`config.mk`:
```
export PLATFORM = sky130hd
export DESIGN_NAME = ranging_sequencer
export DESIGN_NICKNAME = d
export VERILOG_FILES = /design/src/rtl/ranging_sequencer.sv
export SDC_FILE = /design/constraint.sdc
export NUM_CORES = 1
export LEC_CHECK = 0
export CAP_MARGIN = 25
export CORE_MARGIN = 4
export CORE_UTILIZATION = 35
export DETAILED_ROUTE_END_ITERATION = 8
export GPL_TIMING_DRIVEN = 0
export HOLD_SLACK_MARGIN = 0.05
export PLACE_DENSITY = 0.59
export SLEW_MARGIN = 20
export SYNTH_ARGS = -nofsm -noshare
export SYNTH_HDL_FRONTEND = slang
export SYNTH_SLANG_ARGS = --single-unit
```
`constraint.sdc`:
```
create_clock -name system_clk -period 2.2 [get_ports system_clk]
set_clock_uncertainty 0.05 [all_clocks]
set_input_delay 0.33 -clock system_clk [delete_from_list [all_inputs] [get_ports system_clk]]
set_output_delay 0.33 -clock system_clk [all_outputs]
set_load 0.02 [all_outputs]
```
`src/rtl/ranging_sequencer.sv`:
```
`default_nettype none
// ============================================================================
// ranging_sequencer - ultrasonic ranger trigger, echo timing and publish FSM
// Optional: RANGING_AVG4_EN publishes a 4-result moving average.  Rev 1.0
// ============================================================================
module ranging_sequencer #(
  parameter int CNT_W          = 12,
  parameter int TRIG_CYCLES    = 1000,
  parameter int TICK_DIV       = 588,
  parameter int ECHO_TO_CYCLES = 2000000,
  parameter int GAP_CYCLES     = 6000000
) (
  input  logic             system_clk,
  input  logic             reset,
  input  logic             start,
  input  logic             auto_en,
  input  logic             echo,
  output logic             stimulus,
  output logic [CNT_W-1:0] distance,
  output logic             valid,
  output logic             timeout,
  output logic             busy
);

  localparam int c_MAX_A  = (TRIG_CYCLES > ECHO_TO_CYCLES) ? TRIG_CYCLES : ECHO_TO_CYCLES;
  localparam int c_MAX_B  = (c_MAX_A > GAP_CYCLES) ? c_MAX_A : GAP_CYCLES;
  localparam int c_TMR_W  = $clog2(c_MAX_B + 1);
  localparam int c_PRE_W  = (TICK_DIV > 1) ? $clog2(TICK_DIV) : 1;
  localparam logic [c_TMR_W-1:0] c_TRIG_LAST = c_TMR_W'(TRIG_CYCLES - 1);
  localparam logic [c_TMR_W-1:0] c_ECHO_LAST = c_TMR_W'(ECHO_TO_CYCLES - 1);
  localparam logic [c_TMR_W-1:0] c_GAP_LAST  = c_TMR_W'(GAP_CYCLES - 1);
  localparam logic [c_PRE_W-1:0] c_PRE_LAST  = c_PRE_W'(TICK_DIV - 1);

  typedef enum logic [2:0] {
    S_IDLE      = 3'd0,
    S_TRIG      = 3'd1,
    S_WAIT_RISE = 3'd2,
    S_MEASURE   = 3'd3,
    S_HOLDOFF   = 3'd4
  } t_state;

  t_state             r_state, w_next;
  logic [c_TMR_W-1:0] r_timer;
  logic [c_PRE_W-1:0] r_pre;
  logic [CNT_W-1:0]   r_cnt, w_cnt_next;
  logic               r_echo_s1, r_echo_s2, r_echo_d;
  logic               w_rise, w_fall, w_wrap, w_sat;
  logic               w_pub_meas, w_pub_to;
  logic               r_stimulus, r_valid, r_timeout, r_busy;
  logic [CNT_W-1:0]   r_distance;

  assign w_rise     = r_echo_s2 & ~r_echo_d;
  assign w_fall     = ~r_echo_s2 & r_echo_d;
  assign w_wrap     = (r_pre == c_PRE_LAST);
  assign w_sat      = w_wrap && (r_cnt == {CNT_W{1'b1}});
  // Count including this cycle's tick; held at all-ones on saturation.
  assign w_cnt_next = w_sat ? r_cnt : r_cnt + CNT_W'(w_wrap);

  always_ff @(posedge system_clk or negedge reset) begin
    if (!reset) begin
      r_state    <= S_IDLE;
      r_busy     <= 1'b0;
      r_stimulus <= 1'b0;
    end else begin
      r_state    <= w_next;
      r_busy     <= (w_next != S_IDLE);
      r_stimulus <= (w_next == S_TRIG);
    end
  end

  always_comb begin
    w_next     = r_state;
    w_pub_meas = 1'b0;
    w_pub_to   = 1'b0;
    case (r_state)
      S_IDLE:      if (start || auto_en) w_next = S_TRIG;
      S_TRIG:      if (r_timer == c_TRIG_LAST) w_next = S_WAIT_RISE;
      S_WAIT_RISE: begin
        if (w_rise) begin
          w_next = S_MEASURE;
        end else if (r_timer == c_ECHO_LAST) begin
          w_pub_to = 1'b1;
          w_next   = S_HOLDOFF;
        end
      end
      S_MEASURE: begin
        if (w_fall) begin
          w_pub_meas = 1'b1;
          w_next     = S_HOLDOFF;
        end else if (w_sat) begin
          w_pub_to = 1'b1;
          w_next   = S_HOLDOFF;
        end
      end
      S_HOLDOFF:   if (r_timer == c_GAP_LAST) w_next = auto_en ? S_TRIG : S_IDLE;
      default:     w_next = S_IDLE;
    endcase
  end

  always_ff @(posedge system_clk or negedge reset) begin
    if (!reset) begin
      r_echo_s1 <= 1'b0;
      r_echo_s2 <= 1'b0;
      r_echo_d  <= 1'b0;
      r_timer   <= '0;
      r_pre     <= '0;
      r_cnt     <= '0;
    end else begin
      r_echo_s1 <= echo;
      r_echo_s2 <= r_echo_s1;
      r_echo_d  <= r_echo_s2;
      if (w_next != r_state) begin
        r_timer <= '0;
      end else if (r_state != S_IDLE) begin
        r_timer <= r_timer + c_TMR_W'(1);
      end
      if (r_state != S_MEASURE) begin
        r_pre <= '0;
        r_cnt <= '0;
      end else begin
        r_pre <= w_wrap ? '0 : r_pre + c_PRE_W'(1);
        r_cnt <= w_cnt_next;
      end
    end
  end

`ifdef RANGING_AVG4_EN
  logic               r_pend, r_primed;
  logic [CNT_W-1:0]   r_raw, r_hist0, r_hist1, r_hist2;
  logic [CNT_W+1:0]   w_sum;

  assign w_sum = {2'b00, r_raw} + {2'b00, r_hist0} + {2'b00, r_hist1} + {2'b00, r_hist2};

  // Measured results are averaged one cycle later; timeouts bypass the history.
  always_ff @(posedge system_clk or negedge reset) begin
    if (!reset) begin
      r_pend     <= 1'b0;
      r_primed   <= 1'b0;
      r_raw      <= '0;
      r_hist0    <= '0;
      r_hist1    <= '0;
      r_hist2    <= '0;
      r_valid    <= 1'b0;
      r_timeout  <= 1'b0;
      r_distance <= '0;
    end else begin
      r_pend  <= w_pub_meas;
      r_raw   <= w_cnt_next;
      r_valid <= w_pub_to | r_pend;
      if (w_pub_to) begin
        r_distance <= {CNT_W{1'b1}};
        r_timeout  <= 1'b1;
      end else if (r_pend) begin
        r_timeout <= 1'b0;
        r_primed  <= 1'b1;
        if (!r_primed) begin
          r_hist0    <= r_raw;
          r_hist1    <= r_raw;
          r_hist2    <= r_raw;
          r_distance <= r_raw;
        end else begin
          r_hist0    <= r_raw;
          r_hist1    <= r_hist0;
          r_hist2    <= r_hist1;
          r_distance <= w_sum[CNT_W+1:2];
        end
      end
    end
  end
`else
  always_ff @(posedge system_clk or negedge reset) begin
    if (!reset) begin
      r_valid    <= 1'b0;
      r_timeout  <= 1'b0;
      r_distance <= '0;
    end else begin
      r_valid <= w_pub_meas | w_pub_to;
      if (w_pub_to) begin
        r_distance <= {CNT_W{1'b1}};
        r_timeout  <= 1'b1;
      end else if (w_pub_meas) begin
        r_distance <= w_cnt_next;
        r_timeout  <= 1'b0;
      end
    end
  end
`endif

  assign stimulus = r_stimulus;
  assign distance = r_distance;
  assign valid    = r_valid;
  assign timeout  = r_timeout;
  assign busy     = r_busy;

endmodule
`default_nettype wire

```
==> flow_metrics.tcl, run 1 <==
set metrics [dict create \
    status "complete, but fails checks" \
    violations "setup timing" \
    synth_top_family_by_area "simple AND/OR/NAND/NOR gates" \
    tritoncts "yes" \
    drt_first_pass_iters 4 \
    die-area_um2 11200 \
    cp_slowest_cell "or4_4" \
    dp_hpwl_um 4750 \
    grt_pass1_wl_um 12100 \
    ys_seq_area_share_pct 50.2 \
    clk_pin_slew_ns 0.07 \
    hold_violations 0 \
    ctsLongestPathBuffers 2 \
    syn_nets 343 \
    max_stage_delay_ns 0.53 \
    synth_cells 334 \
    ios 21 \
    setup_violations 38 \
    synth_edf_count 0 \
    syn_area_um2 3340 \
    h-tree-depth 3 \
    routabilityCongestion 0.791 \
    synth_top_cell_area_share_pct 50.2 \
    synthXorXnorAreaFrac_pct 9.44 \
    drt-vias-per-instance 4.88 \
    yosysWarningCount 0 \
    maxSlewViolCount 0 \
    synth_seq_cells 67 \
    clock-sinks 67 \
    coreArea_um2 9280 \
    leakagePower_nw 1.79 \
    synthSimpleGateAreaFrac_pct 28.8 \
    p_total_w 0.00260 \
    muxShareOfSynthArea_pct 0 \
    synth_cell_type_count 56 \
    area_growth_pct 30.4 \
    rsz0062_at_grt "true" \
    synth-adder-area-share_pct 1.50 \
    r2r_end "r_timer[12]" \
    synth_top_area_cell "dfrtp_1" \
    yosysMostFrequentCell "dfrtp_1" \
    die_h_um 106 \
    powerDensity_nw_per_um2 596 \
    avgSynthCellArea_um2 10.0 \
    clockRootBuffer "clkbuf_8" \
    grt_pass1_vias 2494 \
    cts-buffers-inserted 9 \
    drtIter0Drc 144 \
    place_ws_ns -0.384 \
    layout-drive-gt1-share_pct 27.3 \
    vias 2542 \
    grtUsageMet1_pct 19.0 \
    rr_startpoint "r_pre[1]" \
    gr-usage-met2_pct 19.7 \
    globalRouteMet3Util_pct 3.06 \
    max_cap_violations 0 \
    required_ns 2.38 \
    maxSlewHeadroom_pct 60.6 \
    synth_common_cells "dfrtp_1, nor2_1, nand2_1" \
    grt_antenna_before_repair 0 \
    portBuffers 20 \
    drt-total-wl_um 7110 \
    clock.fmax_ghz 0.426 \
    r2r_cells 8 \
    worst_slack_ns -0.147 \
    diodes 0 \
    grt-ovfl-total 0 \
    cp_max_fo 10 \
    hold_end "r_echo_s2" \
    hold_class "flip-flop to flip-flop" \
    postRouteAntennaNets 0 \
    drcViolationCount 0 \
    synthFlopType "dfrtp_1" \
    start_util_pct 36.0 \
    worstMarginPinSlew_ns 0.576 \
    startpoint_type "flip-flop" \
    crit_chain "ha_4 > nand3b_1 > or2_4 > or4_4 > a31oi_4 > o21bai_4 > buf_12 > nor2_2" \
    fin_crit_sh_pct 107 \
    critPathArrivalTime_ns 2.52 \
    period_needed_ns 2.35 \
    setup_tns_ns -2.74 \
    worstHoldPathCells 0 \
    synth_area_leaders "dfrtp_1, nor2_1, xor2_1" \
    synth_compound_area_share_pct 7.19 \
    rows 35 \
    path_buf_inv 1 \
    n_fill_cell 870 \
    drt-wirelength-per-cell_um 13.6 \
    die_width_um 106 \
    busiest_layer "met2" \
    clock_latency_ns 0.34 \
    ys_async_sr_fraction_pct 100 \
    critPathKind "flip-flop to flip-flop" \
    grt_max_degree 45 \
    grtUsageTotal_pct 13.3 \
    cp-end-kind "flip-flop" \
    cp_top_family "simple AND/OR/NAND/NOR gates" \
    finish.net_count 397 \
    ff2ff_setup_slack_ns -0.15 \
    peakVddDrop_mv 0.323 \
    holdCritStartpoint "r_echo_s1" \
]
[worst max path at each step]
stage / startpoint / end / slack [ns] / cells after the start
floorplan: r_pre[0] / r_timer[7] / -0.06 / 8
global placement: reset / r_timer[7] / -1.51 / 1
detailed placement: r_timer[0] / distance[4] / -0.38 / 8
CTS: r_pre[1] / r_timer[22] / -0.14 / 8
global route: r_pre[4] / r_timer[22] / -0.22 / 7
finish: r_pre[1] / r_timer[12] / -0.15 / 8
[state kept, by name, summed over array words and instances (netlist names)]
register / count
r_timer: 23
distance: 12
r_cnt: 12
r_pre: 10
r_state: 3
busy: 1
r_echo_d: 1
r_echo_s1: 1
r_echo_s2: 1
stimulus: 1
timeout: 1
valid: 1
[through the flow]
step	utilization (%)	cells	cell area, um^2	hold slack [ns]
after global placement	39.9	483	3700	0.284
final	46.9	521	4360	0.305
after floorplan	-	334	3340	-0.0156
after CTS	44.2	509	4100	0.305
after global routing	46.9	521	4360	0.309
after detailed placement	40.2	484	3730	0.212
[cell usage in the layout (no fill, tap or decap), drive strengths merged, types with 2 or more instances in the layout]
master and instances:
nand2 26, and2 4, clkdlybuf4s50 19, or3 4, xnor2 13, ha 4, or2 6, nor4 7
buf 25, nand3b 3, nor3 8, dfrtp 67, nand3 18, nand4 8, o21ai 4, inv 6
clkinv 4, nor4b 2, xor2 23, and4 3, nor3b 2, and4bb 2, a21oi 14, nand2b 3
a2111oi 2, nor2 70, clkbuf 16, a21o 2, a31oi 2, or4 2, and3 8
[cell type report]
class / count / area (um^2) / area share [%]
clock buffer: 9 / 124 / 2.84
sequential: 67 / 1680 / 38.5
clock inverter: 6 / 57.6 / 1.32
inverter: 6 / 22.5 / 0.517
tap: 129 / 161 / 3.70
timing repair buffer: 43 / 404 / 9.27
multi-input combinational: 252 / 1830 / 42.1
buffer: 9 / 76.3 / 1.75
[where the power goes]
| group | switching, W | internal, W |
|---|---|---|
| Combinational | 0.000150 | 0.000133 |
| Clock | 0.000475 | 0.000509 |
| Sequential | 0.0000499 | 0.00128 |
| Total | 0.000675 | 0.00192 |
[cell families after synthesis]
logic type / Yosys count
and+or+nand+nor: 180
AOI/OAI and AO/OA: 32
adders and majority gates: 4
buffers and inverters: 15
DFF: 67
xor gates and xnor gates: 36
[per-layer routing]
metal,routed length [um],vias up
met2,3210,48
met5,0,-
met3,269,8
met1,3530,1227
li1,-,1259
met4,95,0
[what timing repair did]
action	4_1_cts	5_1_grt
endpoints found under the hold margin	23	0
resized for setup	20	34
buffers inserted	9	12
hold buffers	1	0
pin swaps	9	8
endpoints found under the setup margin	39	44
(Power assumes the default switching activity.)
==> run 2, diff against run 1 <==
--- a/constraint.sdc
+++ b/constraint.sdc
@@ -4,2 +4,2 @@
 set_output_delay 0.33 -clock system_clk [all_outputs]
-set_load 0.02 [all_outputs]
+set_load 0.005 [all_outputs]
==> results of run 2 <==
Same layout as run 1 (identical final DEF). Status: complete, but fails checks: setup timing.
Main changes from that run: total power 0.00260 W -> 0.00259 W; worst IR drop on VDD 0.323 mV -> 0.322 mV
